## config.mk

```make
export PLATFORM = sky130hd
export DESIGN_NAME = bus_dev_fifo_flat
export DESIGN_NICKNAME = d
export VERILOG_FILES = /design/src/rtl/bus_pkg.sv /design/src/rtl/bus_dev_fifo_if.sv /design/src/rtl/bus_fifo_mem.sv /design/src/rtl/bus_dev_fifo.sv /design/src/flat_wrapper.sv
export SDC_FILE = /design/constraint.sdc
export NUM_CORES = 1
export LEC_CHECK = 0
export ABC_AREA = 0
export ABC_CLOCK_PERIOD_IN_PS = 5010
export CORE_MARGIN = 2
export CORE_UTILIZATION = 59
export CTS_BUF_LIST = sky130_fd_sc_hd__clkbuf_4 sky130_fd_sc_hd__clkbuf_8
export DETAILED_ROUTE_END_ITERATION = 6
export PLACE_DENSITY = 0.86
export SLEW_MARGIN = 20
export SYNTH_ARGS = -nofsm -noshare
export SYNTH_HDL_FRONTEND = slang
export SYNTH_SLANG_ARGS = --single-unit
```

## constraint.sdc

```tcl
create_clock -name clk -period 5.01 [get_ports clk]
set_clock_uncertainty 0.1 [all_clocks]
set_input_delay 1.002 -clock clk [delete_from_list [all_inputs] [get_ports clk]]
set_output_delay 1.002 -clock clk [all_outputs]
set_load 0.005 [all_outputs]
```

## src/rtl/bus_pkg.sv

```systemverilog
// Shared bus definitions: packet layout, address field and broadcast constant.
// Used by the device FIFO, the agent, the arbiter wrapper and the scoreboard.
package bus_pkg;

    localparam int PCKG_SZ = 16;
    localparam int ADDR_W  = 8;
    localparam logic [ADDR_W-1:0] BCAST_ADDR = 8'hFF;

    typedef struct packed {
        logic [ADDR_W-1:0]         addr;
        logic [PCKG_SZ-ADDR_W-1:0] payload;
    } pkt_t;

    // Occupancy class of a FIFO as seen at a clock edge
    typedef enum logic [1:0] {
        OCC_EMPTY = 2'd0,
        OCC_PART  = 2'd1,
        OCC_FULL  = 2'd2
    } occ_e;

    function automatic logic [ADDR_W-1:0] pkt_addr(input pkt_t p);
        return p.addr;
    endfunction

endpackage

```

## src/rtl/bus_dev_fifo_if.sv

```systemverilog
// Device-FIFO bus bundle: push/pop strobes, head packet, occupancy and statistics.
// master = agent/arbiter side driving strobes; slave = the FIFO.
interface bus_dev_fifo_if #(
    parameter int pckg_sz = bus_pkg::PCKG_SZ,
    parameter int depth   = 8,
    parameter int cnt_w   = 8
);

    logic                       push;
    logic [pckg_sz-1:0]         D_push;
    logic                       pop;
    logic [pckg_sz-1:0]         D_pop;
    logic                       pndng;
    logic                       full;
    logic [$clog2(depth):0]     count;
    logic [cnt_w-1:0]           drop_cnt;
    logic [cnt_w-1:0]           udf_cnt;
    logic                       clr_cnt;

    modport master (
        output push, D_push, pop, clr_cnt,
        input  D_pop, pndng, full, count, drop_cnt, udf_cnt
    );

    modport slave (
        input  push, D_push, pop, clr_cnt,
        output D_pop, pndng, full, count, drop_cnt, udf_cnt
    );

endinterface

```

## src/rtl/bus_fifo_mem.sv

```systemverilog
// depth x width register array, one synchronous write port, one async read port.
// Write lands on the rising edge; read is combinational; no reset on contents.
module bus_fifo_mem #(
    parameter  int width = 16,
    parameter  int depth = 8,
    localparam int aw    = $clog2(depth)
) (
    input  logic             clk,
    input  logic             we,
    input  logic [aw-1:0]    waddr,
    input  logic [width-1:0] wdata,
    input  logic [aw-1:0]    raddr,
    output logic [width-1:0] rdata
);

    logic [width-1:0] mem [depth];

    always_ff @(posedge clk) begin
        if (we) begin
            mem[waddr] <= wdata;
        end
    end

    assign rdata = mem[raddr];

endmodule

```

## src/rtl/bus_dev_fifo.sv

```systemverilog
// Per-device first-word-fall-through packet FIFO with saturating drop/underflow counters.
// Head visible one cycle after push into empty; no backpressure, pushes while full are dropped and counted.
module bus_dev_fifo
    import bus_pkg::*;
#(
    parameter int pckg_sz = PCKG_SZ,
    parameter int depth   = 8,
    parameter int cnt_w   = 8
) (
    input  logic            clk,
    input  logic            reset,
    bus_dev_fifo_if.slave   bus
);

    localparam int aw = $clog2(depth);
    localparam int cw = aw + 1;

    logic [aw-1:0]      wr_ptr;
    logic [aw-1:0]      rd_ptr;
    logic [cw-1:0]      cnt_q;
    logic [cw-1:0]      cnt_d;
    logic [cnt_w-1:0]   drop_q;
    logic [cnt_w-1:0]   udf_q;
    logic [pckg_sz-1:0] rdata;

    occ_e occ;
    logic do_push;
    logic do_pop;
    logic drop;
    logic udf;

    always_comb begin
        occ = OCC_PART;
        if (cnt_q == '0) begin
            occ = OCC_EMPTY;
        end else if (cnt_q == cw'(depth)) begin
            occ = OCC_FULL;
        end
    end

    // When full, a simultaneous pop frees the slot the push lands in; when empty,
    // the push is taken but the pop still counts as an underflow (no bypass).
    always_comb begin
        do_push = 1'b0;
        do_pop  = 1'b0;
        drop    = 1'b0;
        udf     = 1'b0;
        unique case (occ)
            OCC_EMPTY: begin
                do_push = bus.push;
                udf     = bus.pop;
            end
            OCC_FULL: begin
                do_pop  = bus.pop;
                do_push = bus.push & bus.pop;
                drop    = bus.push & ~bus.pop;
            end
            default: begin
                do_push = bus.push;
                do_pop  = bus.pop;
            end
        endcase
    end

    always_comb begin
        cnt_d = cnt_q;
        unique case ({do_push, do_pop})
            2'b10:   cnt_d = cnt_q + cw'(1);
            2'b01:   cnt_d = cnt_q - cw'(1);
            default: cnt_d = cnt_q;
        endcase
    end

    always_ff @(posedge clk or negedge reset) begin
        if (!reset) begin
            wr_ptr <= '0;
            rd_ptr <= '0;
            cnt_q  <= '0;
        end else begin
            if (do_push) begin
                wr_ptr <= wr_ptr + aw'(1);
            end
            if (do_pop) begin
                rd_ptr <= rd_ptr + aw'(1);
            end
            cnt_q <= cnt_d;
        end
    end

    // Clear takes priority over a same-cycle increment
    always_ff @(posedge clk or negedge reset) begin
        if (!reset) begin
            drop_q <= '0;
            udf_q  <= '0;
        end else if (bus.clr_cnt) begin
            drop_q <= '0;
            udf_q  <= '0;
        end else begin
            if (drop && (drop_q != '1)) begin
                drop_q <= drop_q + cnt_w'(1);
            end
            if (udf && (udf_q != '1)) begin
                udf_q <= udf_q + cnt_w'(1);
            end
        end
    end

    bus_fifo_mem #(
        .width (pckg_sz),
        .depth (depth)
    ) u_mem (
        .clk   (clk),
        .we    (do_push),
        .waddr (wr_ptr),
        .wdata (bus.D_push),
        .raddr (rd_ptr),
        .rdata (rdata)
    );

    assign bus.pndng    = (cnt_q != '0);
    assign bus.full     = (cnt_q == cw'(depth));
    assign bus.count    = cnt_q;
    assign bus.drop_cnt = drop_q;
    assign bus.udf_cnt  = udf_q;
    // Stale array contents stay hidden while nothing is pending
    assign bus.D_pop    = bus.pndng ? rdata : '0;

endmodule

```

## src/flat_wrapper.sv

```systemverilog
// flat-port wrapper written by rule: the top's interface ports become plain ports
module bus_dev_fifo_flat import bus_pkg::*;
#(
    parameter int pckg_sz = PCKG_SZ,
    parameter int depth   = 8,
    parameter int cnt_w   = 8
)
  (clk, reset, bus_push, bus_D_push, bus_pop, bus_clr_cnt, bus_D_pop, bus_pndng, bus_full, bus_count, bus_drop_cnt, bus_udf_cnt);
  bus_dev_fifo_if #(.pckg_sz(pckg_sz), .depth(depth), .cnt_w(cnt_w)) bus_i ();
  input  logic clk;
  input  logic reset;
  input wire logic [$bits(bus_i.push)-1:0] bus_push;
  input wire logic [$bits(bus_i.D_push)-1:0] bus_D_push;
  input wire logic [$bits(bus_i.pop)-1:0] bus_pop;
  input wire logic [$bits(bus_i.clr_cnt)-1:0] bus_clr_cnt;
  output wire logic [$bits(bus_i.D_pop)-1:0] bus_D_pop;
  output wire logic [$bits(bus_i.pndng)-1:0] bus_pndng;
  output wire logic [$bits(bus_i.full)-1:0] bus_full;
  output wire logic [$bits(bus_i.count)-1:0] bus_count;
  output wire logic [$bits(bus_i.drop_cnt)-1:0] bus_drop_cnt;
  output wire logic [$bits(bus_i.udf_cnt)-1:0] bus_udf_cnt;
  assign bus_i.push = bus_push;
  assign bus_i.D_push = bus_D_push;
  assign bus_i.pop = bus_pop;
  assign bus_i.clr_cnt = bus_clr_cnt;
  assign bus_D_pop = bus_i.D_pop;
  assign bus_pndng = bus_i.pndng;
  assign bus_full = bus_i.full;
  assign bus_count = bus_i.count;
  assign bus_drop_cnt = bus_i.drop_cnt;
  assign bus_udf_cnt = bus_i.udf_cnt;
  bus_dev_fifo #(.pckg_sz(pckg_sz), .depth(depth), .cnt_w(cnt_w)) u_core (.clk(clk), .reset(reset), .bus(bus_i));
endmodule
```

---- Word level (Yosys, flattened, before mapping) ----
Memory sizes are Yosys's and may differ from the RTL's.
Cells that the tools add are included.
word-level totals
  bits in writable memories ............... 128
  flip-flop bits (word level) ............. 26
  output and inout port bits .............. 38
  input bits .............................. 21
  memories ................................ 1
  logic and storage cells ................. 43
memories
  name              depth  bits a word  read ports  clocked after memory_dff  write ports  line                text
  u_core.u_mem.mem  8      16           1           0                         1            bus_fifo_mem.sv:16  logic [width-1:0] mem [depth];
operators by class
  add/subtract/negate cells ............... 6
  multiplexer cells ....................... 14
  bitwise gates (word level) .............. 3
  reductions and logical operators ........ 8
  equal/unequal tests ..................... 6
operator list
  cell                                                 number
  2-to-1 mux 8 bit                                     4
  adder 8 x 1 -> 8 bit, second input constant          2
  2-to-1 mux 16 bit                                    1
  != test 8 bit, second input constant                 2
  one-hot mux 4 bit (2 select lines)                   1
  adder 3 x 1 -> 3 bit, second input constant          2
  2-to-1 mux 1 bit                                     6
  nonzero test 2 bit                                   3
  adder 4 x 1 -> 4 bit, second input constant          1
  equality test 2 bit, second input constant           2
  equality test 4 bit, second input constant           1
  zero test 4 bit                                      1
  2-to-1 mux 2 bit                                     2
  nonzero test 4 bit                                   1
  subtractor 4 x 1 -> 4 bit, second input constant     1
  AND 1 bit                                            2
  equality test 2 x 1 -> 1 bit, second input constant  1
  logical AND 1 bit                                    2
  zero test 2 bit                                      1
  NOT 1 bit                                            1

---- Logic depth before layout (Yosys ltp) ----
Gate-level depths: netlist (run 1).
  depth after elaboration ................. 8
  gate-level depth with buffers ........... 11
  mapped depth without buffers ............ 10

---- Hierarchy ----
A second synthesis (run 1) with hierarchy kept.
second synthesis, totals
  cell total of the unflattened synthesis .. 349
  area, all modules ....................... 6,463.7 um^2
by module, submodules not included
  module        cells an instance  area an instance (um^2)  seq. area each (um^2)  instances
  bus_fifo_mem  198                4,973.5                  3,843.7                1
  bus_dev_fifo  151                1,490.2                  650.6                  1

---- Least setup slack after synthesis (run 1) ----
OpenSTA, ideal clock, no wires.
  path kind ............................... in2reg
  start point ............................. input bus_pop
  end point ............................... memory u_core.u_mem.mem[0][0], enable pin
  data arrival time ....................... 2.445 ns
  required time ........................... 4.501 ns
  path buffers ............................ 0
  setup slack ............................. 2.055 ns
  setup time .............................. 0.409 ns
  stages on the path ...................... 3
  cells stage by stage .................... o21a_1 nand2b_1 nor3_1
on the way
  cells in the longest elaborated chain, start to end .. 4
RTL lines
  element                                 line                text
  start: declaration                      flat_wrapper.sv:14  input wire logic [$bits(bus_i.pop)-1:0] bus_pop;
  AND 1 bit                               bus_dev_fifo.sv:55  do_push = bus.push & bus.pop;
  2-to-1 mux 1 bit                        bus_dev_fifo.sv:48  unique case (occ)
  2-to-1 mux 1 bit                        bus_fifo_mem.sv:19  if (we) begin
  2-to-1 mux 1 bit (implied by the code)  bus_fifo_mem.sv:20  mem[waddr] <= wdata;
  end: declaration                        bus_fifo_mem.sv:16
Every way passes these cells.

---- Worst setup path after layout (run 1) ----
  start point ............................. register u_core.rd_ptr[0]
  end point ............................... output bus_D_pop[7]
on the way
  cells in the longest elaborated chain, start to end .. 2
RTL lines
  element                   line                 text
  start: declaration        bus_dev_fifo.sv:19   logic [aw-1:0] rd_ptr;
  start signal: assignment  bus_dev_fifo.sv:84   rd_ptr <= rd_ptr + aw'(1);
  memory (8 x 16 bit)       -
  2-to-1 mux 16 bit         bus_dev_fifo.sv:126  assign bus.D_pop = bus.pndng ? rdata : '0;
  end: declaration          flat_wrapper.sv:16   output wire logic [$bits(bus_i.D_pop)-1:0] bus_D_pop;
Every way passes these cells.

==> results of run 1 <==
cells by family after synthesis:
group | Yosys count | share of synthesized area [%]
flops | 154 | 71.74
simple gates | 77 | 6.091
mux | 52 | 14.74
compound gates | 28 | 2.996
buf+inv | 20 | 1.358
xor+xnor | 12 | 1.678
fa+ha+maj | 7 | 1.398
cells in the final DEF, fill, tap and decap left out, types with 3 or more instances in the layout:
cell and instances:
a21oi_1 11, buf_4 12, clkbuf_8 17, clkdlybuf4s50_1 58, clkinv_4 6, clkinvlp_4 3
dfrtp_1 25, edfxtp_1 128, ha_1 7, inv_1 3, mux2i_1 18, mux4_2 32
nand2_1 13, nand2b_1 4, nand3_1 5, nand4_1 3, nor2_1 30, nor2b_1 3
o21ai_0 6, o31ai_1 3, or3_1 7, or4_1 3, xnor2_1 3, xor2_1 9
tightest hold or removal path, cell delays in order, from the launching register on:
cell     delay, ps
dfrtp_1        390
nand2_1         70
nand2_1         60
area by class of cell:
class                      count  area [sq um]  area share (%)
multi-input combinational    176          1702           22.94
clock inverter                13         115.1           1.552
sequential                   154          4496           60.60
inverter                       4         16.27          0.2193
tap                          136         170.2           2.294
timing repair buffer          70         670.6           9.040
clock buffer                  19         249.0           3.356
cell usage after synthesis (2+ instances only):
cell      instances  area, sq um
buf_2             4        20.02
or4_1             3        22.52
mux4_2           32        720.7
nor4_1            2        12.51
nor2_1           30        112.6
or3_1             7        43.79
inv_1             3        11.26
ha_1              7        87.58
xnor2_1           3        26.28
mux2_2            2        22.52
nor2b_1           3        18.77
nand2_1          13        48.80
o21ai_0           6        30.03
xor2_1            9        78.83
a21oi_1          11        55.05
dfrtp_1          26        650.6
nand4_1           3        18.77
clkbuf_1          9        33.78
nand3_1           5        25.02
nor3_1            2        10.01
mux2i_1          18        180.2
o31ai_1           3        22.52
nand2b_1          4        25.02
edfxtp_1        128         3844
buf_1             2        7.510
and2b_1           2        15.01
stage by stage:
stage	total power, mW	hold slack [ps]	instances
6_report	3.730	448.7	572
5_1_grt	3.929	495.6	572
4_1_cts	3.779	450.3	572
3_5_place_dp	2.954	425.7	540
3_3_place_gp	2.915	411.4	540
2_1_floorplan	2.429	386.8	350
report_power, final:
| part | switching (mW) | internal, mW | leakage (nW) |
|---|---|---|---|
| logic | 0.451 | 0.687 | 0.887 |
| clock network | 0.458 | 0.367 | 0.178 |
| registers | 0.198 | 1.57 | 1.50 |
| total | 1.11 | 2.62 | 2.57 |
registers in the layout, indices dropped and copies added, names as in the netlist:
name and flops:
u_core.u_mem.mem 128, u_core.rd_ptr 3, u_core.bus.count 4, u_core.bus.udf_cnt 8, u_core.wr_ptr 3, u_core.bus.drop_cnt 8
metal layers:
layer,vias up,routed length [um],share of wire [%]
met5,-,0,0
met4,0,88,0.80
met3,7,551,5.0
met2,101,5737,52
met1,1700,4684,42
li1,1525,-,-
final timing paths:
check | start | endpoint | slack (ps) | cells after the start
min in group asynchronous | reset | u_core.bus.drop_cnt[0] | 840 | 2
worst max register to register | u_core.bus.count[2] | u_core.bus.count[2] | 2210 | 11
worst min register to register | u_core.wr_ptr[0] | u_core.wr_ptr[0] | 450 | 2
worst min-delay path | u_core.wr_ptr[0] | u_core.wr_ptr[0] | 450 | 2
worst max-delay path | u_core.rd_ptr[0] | bus_D_pop[7] | 1050 | 5
max in group asynchronous | reset | u_core.rd_ptr[0] | 3700 | 2
==> impl_metrics.env, run 1 <==
export IMPL_dieArea_sq_um=11460
export IMPL_core_area_sq_um=10320
export IMPL_setup_worst_path_start_class="flop"
export IMPL_drtIter0Drc=190
export IMPL_cts_root_buf="clkbuf_8"
export IMPL_yosysWarnings=0
export IMPL_cts_clk_slew_worst_paths_ps=80
export IMPL_syn_avg_cell_area_sq_um=17.90
export IMPL_cts_tree="yes"
export IMPL_cp_max_fo=21
export IMPL_layout_setup_ws_ps=1052
export IMPL_diodes=0
export IMPL_fp_dieH_um=107.0
export IMPL_grt_pass1_vias=3374
export IMPL_pre_cts_slack_ps=1434
export IMPL_rsz0062_at_grt="no"
export IMPL_totalNegativeSetupSlack_ps=0
export IMPL_slew_headroom_pct=26.37
export IMPL_grt_usage_pct=21.02
export IMPL_area_growth_pct=18.41
export IMPL_fillers=614
export IMPL_crit_path_max_incr_delay_ps=800
export IMPL_numCtsBuffers=17
export IMPL_leakage_nw=2.567
export IMPL_drive_above_1_share_pct=19.72
export IMPL_outcome="finished, final reports clean"
export IMPL_drc=0
export IMPL_place_gp_congestion=0.7879
export IMPL_tightest_slew_ps=1104
export IMPL_antenna_found_initial=0
export IMPL_yosys_register_bits=154
export IMPL_final_util_pct=71.86
export IMPL_die_x_um=107.0
export IMPL_synth_cells=350
export IMPL_cp_arrival_ps=2860
export IMPL_drt_pre_antenna_iters=4
export IMPL_cts_resized=0
export IMPL_synth_edf_count=128
export IMPL_syn_num_nets=378
export IMPL_nets=451
export IMPL_synth_seq_area_share_pct=71.74
export IMPL_clkLatencyLatePin_ps=420
export IMPL_cts_setup_buffers=0
export IMPL_drt_wl_total_um=11060
export IMPL_drv_cap=0
export IMPL_htree_levels=4
export IMPL_critPathRequiredTime_ps=3910
export IMPL_via_per_inst=5.827
export IMPL_irDropWorstVdd_mv=0.2636
export IMPL_fmax_ghz=0.2527
export IMPL_port_buffers=58
export IMPL_critPathBufInv=2
export IMPL_busiest_layer="met2"
export IMPL_rows=37
export IMPL_hp_class="flop to flop"
export IMPL_met1_usage_pct=28.06
export IMPL_vias=3333
export IMPL_start_util_pct=60.68
export IMPL_ys_types=39
export IMPL_clock_sinks=154
export IMPL_finalHoldViolCount=0
export IMPL_slowest_stage="dfrtp_2"
export IMPL_place_hpwl_um=7100
export IMPL_use_met3_pct=5.167
export IMPL_criticalPathCategory="flop to primary output"
export IMPL_hold_buffers=0
export IMPL_ys_flop_type="edfxtp_1"
export IMPL_finalSetupViolCount=0
export IMPL_synth_area_sq_um=6265
export IMPL_fin_crit_sh_pct=79.00
export IMPL_synthArstFlopShare_pct=16.88
export IMPL_place_area_sq_um=7054
export IMPL_antenna_left=0
export IMPL_slew_viol_final=0
export IMPL_wl_per_cell_um=19.34
export IMPL_p_per_area_nw_per_um2=502.8
export IMPL_pin_count=59
export IMPL_end_kind="primary output"
export IMPL_cts_buffer_depth=2
export IMPL_design_area_sq_um=7418
export IMPL_period_needed_ps=3958
export IMPL_grt_use_met2_pct=33.95
export IMPL_critical_path_top_delay_family="buffers and inverters"
export IMPL_grt_overflow=0
export IMPL_grt_pass1_wl_um=17440
export IMPL_crit_path_cell_trace="buf_4 -> mux4_2 -> mux2i_1 -> nor2_1 -> clkdlybuf4s50_1"
export IMPL_grt_max_degree=27
No activity file was read; power rests on OpenSTA's default activity.
==> run 2, diff against run 1 <==
--- a/config.mk
+++ b/config.mk
@@ -6,7 +6,7 @@
 export NUM_CORES = 1
 export LEC_CHECK = 0
 export ABC_AREA = 0
-export ABC_CLOCK_PERIOD_IN_PS = 5010
+export ABC_CLOCK_PERIOD_IN_PS = 4100
 export CORE_MARGIN = 2
 export CORE_UTILIZATION = 59
 export CTS_BUF_LIST = sky130_fd_sc_hd__clkbuf_4 sky130_fd_sc_hd__clkbuf_8
==> constraint.sdc (replaced) <==
create_clock -name clk -period 4.1 [get_ports clk]
set_clock_uncertainty 0.1 [all_clocks]
set_input_delay 0.82 -clock clk [delete_from_list [all_inputs] [get_ports clk]]
set_output_delay 0.82 -clock clk [all_outputs]
set_load 0.005 [all_outputs]
==> run 2 against run 1 <==
Utilization grew 0.47 points. Global-route usage grew 0.72 points. Non-clock buffer count rose by 2. Via count grew 4.6%. Clock power increased by 32%. Sequential power increased by 20%. Critical path depth unchanged. Routed wire length grew 6.6%. Critical path type unchanged. Largest power group unchanged. Highest routed layer unchanged.
==> impl_metrics.env, run 2 (same netlist as run 1, synthesis figures left out) <==
export IMPL_outcome="finished, final reports clean"
export IMPL_grt_max_degree=23
export IMPL_regMostFlops="u_core.u_mem.mem"
export IMPL_largest_register_ffs=128
export IMPL_cts_clk_slew_worst_paths_ps=80
export IMPL_p_per_area_nw_per_um2=628.0
export IMPL_fin_total_pwr_mw=4.690
export IMPL_htree_levels=4
export IMPL_drive_above_1_share_pct=19.91
export IMPL_timing_hold_ws_ps=437.2
export IMPL_rows=37
export IMPL_leakage_nw=2.596
export IMPL_design_area_sq_um=7467
export IMPL_cts_resized=0
export IMPL_place_hpwl_um=7472
export IMPL_hold_buffers=0
export IMPL_irDropWorstVdd_mv=0.4197
export IMPL_cts_buffer_depth=2
export IMPL_area_growth_pct=19.19
export IMPL_grt_overflow=0
export IMPL_fp_dieH_um=107.0
export IMPL_antenna_left=0
export IMPL_totalNegativeSetupSlack_ps=0
export IMPL_crit_path_start="u_core.rd_ptr[1]"
export IMPL_grt_usage_pct=21.74
export IMPL_drc=0
export IMPL_nets=453
export IMPL_port_buffers=58
export IMPL_critPathRequiredTime_ps=3180
export IMPL_slew_headroom_pct=46.46
export IMPL_clock_sinks=154
export IMPL_dp_cells=542
export IMPL_fin_crit_sh_pct=87.71
export IMPL_cts_setup_buffers=0
export IMPL_layout_setup_ws_ps=503.9
export IMPL_pre_cts_slack_ps=930.3
export IMPL_end_kind="primary output"
export IMPL_drtIter0Drc=247
export IMPL_pin_count=59
export IMPL_grt_pass1_wl_um=18250
export IMPL_place_gp_congestion=0.7916
export IMPL_final_util_pct=72.33
export IMPL_stdcell_count=573
export IMPL_diodes=0
export IMPL_hold_start="u_core.bus.count[3]"
export IMPL_drv_cap=0
export IMPL_hp_class="flop to flop"
export IMPL_wl_per_cell_um=20.58
export IMPL_fmax_ghz=0.2781
export IMPL_dieArea_sq_um=11460
export IMPL_cp_arrival_ps=2680
export IMPL_r2r_start="u_core.bus.count[2]"
export IMPL_criticalPathCategory="flop to primary output"
export IMPL_final_cell_mix="edfxtp_1 (128), clkdlybuf4s50_1 (58), mux4_2 (32)"
export IMPL_grt_pass1_vias=3465
export IMPL_final_common_cell="edfxtp_1"
export IMPL_rsz0062_at_grt="no"
export IMPL_finalHoldViolCount=0
export IMPL_cp_max_fo=22
export IMPL_die_x_um=107.0
export IMPL_drt_wl_total_um=11790
export IMPL_core_area_sq_um=10320
export IMPL_period_needed_ps=3596
export IMPL_setup_worst_path_start_class="flop"
export IMPL_clkLatencyLatePin_ps=430
export IMPL_finalSetupViolCount=0
export IMPL_vias=3485
export IMPL_slew_viol_final=0
export IMPL_place_area_sq_um=7082
export IMPL_cts_tree="yes"
export IMPL_antenna_found_initial=0
export IMPL_cts_root_buf="clkbuf_8"
export IMPL_tightest_slew_ps=803.0
export IMPL_via_per_inst=6.082
export IMPL_start_util_pct=60.68
export IMPL_numCtsBuffers=17
export IMPL_drt_pre_antenna_iters=4
-- run 2: worst max-delay path: stages (launching register included) --
cell	delay [ps]
dfrtp_1	720
buf_4	430
mux4_2	360
mux2i_1	180
nor2_1	90
clkdlybuf4s50_1	460
-- run 2: routing by layer --
layer	vias up	wire, um	GRT usage (%)
met1	1794	4764	28.39
met3	21	662	3.891
li1	1531	-	-
met5	-	0	0
met4	0	232	8.534
met2	139	6135	36.66
-- run 2: final timing paths --
path,end,slack (ps),cells after the start
worst max-delay path,bus_D_pop[14],500,5
worst min-delay path,u_core.bus.count[3],440,1
worst max register to register,u_core.bus.count[2],1300,11
worst min register to register,u_core.bus.count[3],440,1
max in group asynchronous,u_core.bus.drop_cnt[2],2530,2
min in group asynchronous,u_core.wr_ptr[2],730,1
-- run 2: layout make-up --
class,count,area [sq um]
Clock buffer,17,234.0
Clock inverter,14,151.4
Fill cell,636,2856
Inverter,4,16.27
Multi-Input combinational cell,176,1702
Sequential cell,154,4496
Tap cell,136,170.2
Timing Repair Buffer,72,698.2
-- run 2: power by group --
group | switching [mW] | internal [mW]
sequential | 0.210 | 1.92
combinational | 0.610 | 0.857
clock | 0.589 | 0.505
==> run 3, diff against run 2 <==
--- a/config.mk
+++ b/config.mk
@@ -6,7 +6,7 @@
 export NUM_CORES = 1
 export LEC_CHECK = 0
 export ABC_AREA = 0
-export ABC_CLOCK_PERIOD_IN_PS = 4100
+export ABC_CLOCK_PERIOD_IN_PS = 4200
 export CORE_MARGIN = 2
 export CORE_UTILIZATION = 59
 export CTS_BUF_LIST = sky130_fd_sc_hd__clkbuf_4 sky130_fd_sc_hd__clkbuf_8
==> constraint.sdc (replaced) <==
create_clock -name clk -period 4.2 [get_ports clk]
set_clock_uncertainty 0.1 [all_clocks]
set_input_delay 0.84 -clock clk [delete_from_list [all_inputs] [get_ports clk]]
set_output_delay 0.84 -clock clk [all_outputs]
set_load 0.005 [all_outputs]
==> run 3 against run 2 <==
Clock power increased by 12%. Sequential cell count is the same. Design area up 1.3%. Cell count grew 1.0%. Utilization grew 0.93 points. Sequential power is 3% lower. Worst hold slack lost 0.77 ps. Clock-buffer cell count is the same. Setup slack better by 77 ps. Critical path type unchanged. Critical endpoint is now bus_D_pop[4]. Largest cell class unchanged.
==> impl_metrics.env, run 3 (same netlist as run 1, synthesis figures left out) <==
export IMPL_power_frac_comb_pct=31.0
export IMPL_critPathRequiredTime_ps=3260
export IMPL_largest_register_ffs=128
export IMPL_grt_overflow=0
export IMPL_start_util_pct=60.68
export IMPL_endpoint="bus_D_pop[4]"
export IMPL_drc=0
export IMPL_power_switching_mw=1.361
export IMPL_final_util_pct=73.26
export IMPL_cp_arrival_ps=2680
export IMPL_grt_usage_pct=22.78
export IMPL_place_hpwl_um=7566
export IMPL_layout_setup_ws_ps=581.1
export IMPL_regMostFlops="u_core.u_mem.mem"
export IMPL_period_needed_ps=3619
export IMPL_drt_wl_total_um=11970
export IMPL_antenna_left=0
export IMPL_vias=3447
export IMPL_grt_pass1_wl_um=18840
export IMPL_outcome="finished, final reports clean"
export IMPL_hold_start="u_core.bus.count[3]"
export IMPL_fin_crit_sh_pct=86.16
export IMPL_reg2reg_setup_slack_ps=1330
export IMPL_area_growth_pct=20.73
export IMPL_drv_cap=0
export IMPL_numCtsBuffers=17
export IMPL_port_buffers=58
export IMPL_cts_clk_slew_worst_paths_ps=80
export IMPL_rows=37
export IMPL_p_int_mw=3.385
export IMPL_grt_max_degree=35
export IMPL_fmax_ghz=0.2763
export IMPL_nets=458
export IMPL_final_common_cell="edfxtp_1"
export IMPL_dp_cells=547
export IMPL_criticalPathCategory="flop to primary output"
export IMPL_slew_headroom_pct=41.57
export IMPL_final_cell_mix="edfxtp_1 (128), clkdlybuf4s50_1 (58), mux4_2 (32)"
export IMPL_r2r_start="u_core.bus.count[2]"
export IMPL_hp_class="flop to flop"
export IMPL_seq_power_share_pct=43.4
export IMPL_end_kind="primary output"
export IMPL_pin_count=59
export IMPL_grt_pass1_vias=3501
export IMPL_swShare_pct=28.67
export IMPL_die_x_um=107.0
export IMPL_setup_worst_path_start_class="flop"
export IMPL_leakage_nw=2.650
export IMPL_drive_above_1_share_pct=20.77
export IMPL_drt_pre_antenna_iters=4
export IMPL_clock_sinks=154
export IMPL_clkPwrFrac_pct=25.7
export IMPL_dieArea_sq_um=11460
export IMPL_antenna_found_initial=0
export IMPL_hold_buffers=0
export IMPL_p_per_area_nw_per_um2=627.4
export IMPL_stdcell_count=579
export IMPL_cts_root_buf="clkbuf_8"
export IMPL_rsz0062_at_grt="no"
export IMPL_wl_per_cell_um=20.67
export IMPL_crit_path_start="u_core.rd_ptr[0]"
export IMPL_finalSetupViolCount=0
export IMPL_fp_dieH_um=107.0
export IMPL_totalNegativeSetupSlack_ps=0
export IMPL_pre_cts_slack_ps=1026
export IMPL_clkLatencyLatePin_ps=440
export IMPL_htree_levels=4
export IMPL_cts_setup_buffers=0
export IMPL_cts_buffer_depth=2
export IMPL_rr_worst_depth=11
export IMPL_via_per_inst=5.953
export IMPL_r2r_end="u_core.bus.count[2]"
export IMPL_finalHoldViolCount=0
export IMPL_drtIter0Drc=232
export IMPL_core_area_sq_um=10320
export IMPL_irDropWorstVdd_mv=0.5174
export IMPL_diodes=0
export IMPL_cts_tree="yes"
export IMPL_cts_resized=0
export IMPL_tightest_slew_ps=876.5
export IMPL_slew_viol_final=0
export IMPL_place_gp_congestion=0.7935
export IMPL_cp_max_fo=20
-- run 3: how the worst min path moves through the flow --
| stage | slack [ps] | to | depth (start not counted) |
|---|---|---|---|
| final | 440 | u_core.bus.count[3] | 1 |
| after global routing | 460 | u_core.bus.count[3] | 1 |
| after CTS | 440 | u_core.bus.count[3] | 1 |
| after detailed placement | 420 | u_core.bus.count[3] | 1 |
| after global placement | 420 | u_core.bus.count[3] | 1 |
| after floorplan | 390 | u_core.wr_ptr[0] | 2 |
-- run 3: through the flow --
stage	cell area, sq um	total power [mW]	hold WS [ps]
after floorplan	6265	2.897	386.8
after global placement	7119	3.526	415.4
after detailed placement	7119	3.568	424.2
after CTS	7564	4.786	439.7
after global routing	7564	4.962	460.7
final	7564	4.746	436.5
-- run 3: area by class of cell --
cell class,instances,area [sq um]
sequential,154,4496
fill,589,2760
multi-input combinational,176,1702
timing repair buffer,77,735.7
clock buffer,17,234.0
clock inverter,15,210.2
tap,136,170.2
inverter,4,16.27
-- run 3: worst max-delay path, stage by stage (launching register included) --
cell	delay, ps
dfrtp_2	700
buf_12	270
mux4_2	530
mux2i_1	220
nor2_1	70
clkdlybuf4s50_1	450
-- run 3: power groups by stage --
stage / combinational, mW / clock (mW) / sequential [mW]
global placement: 1.45 / 0 / 2.08
floorplan: 0.917 / 0 / 1.98
detailed placement: 1.48 / 0 / 2.09
finish: 1.47 / 1.22 / 2.06
CTS: 1.49 / 1.23 / 2.06
global route: 1.59 / 1.29 / 2.08
-- run 3: metal layers --
metal / global-route usage, % / part of all wire [%] / vias up
met5: 0 / 0 / -
met4: 8.071 / 1.7 / 0
met3: 4.924 / 5.6 / 18
met2: 38.38 / 53 / 123
met1: 29.57 / 40 / 1764
li1: - / - / 1542
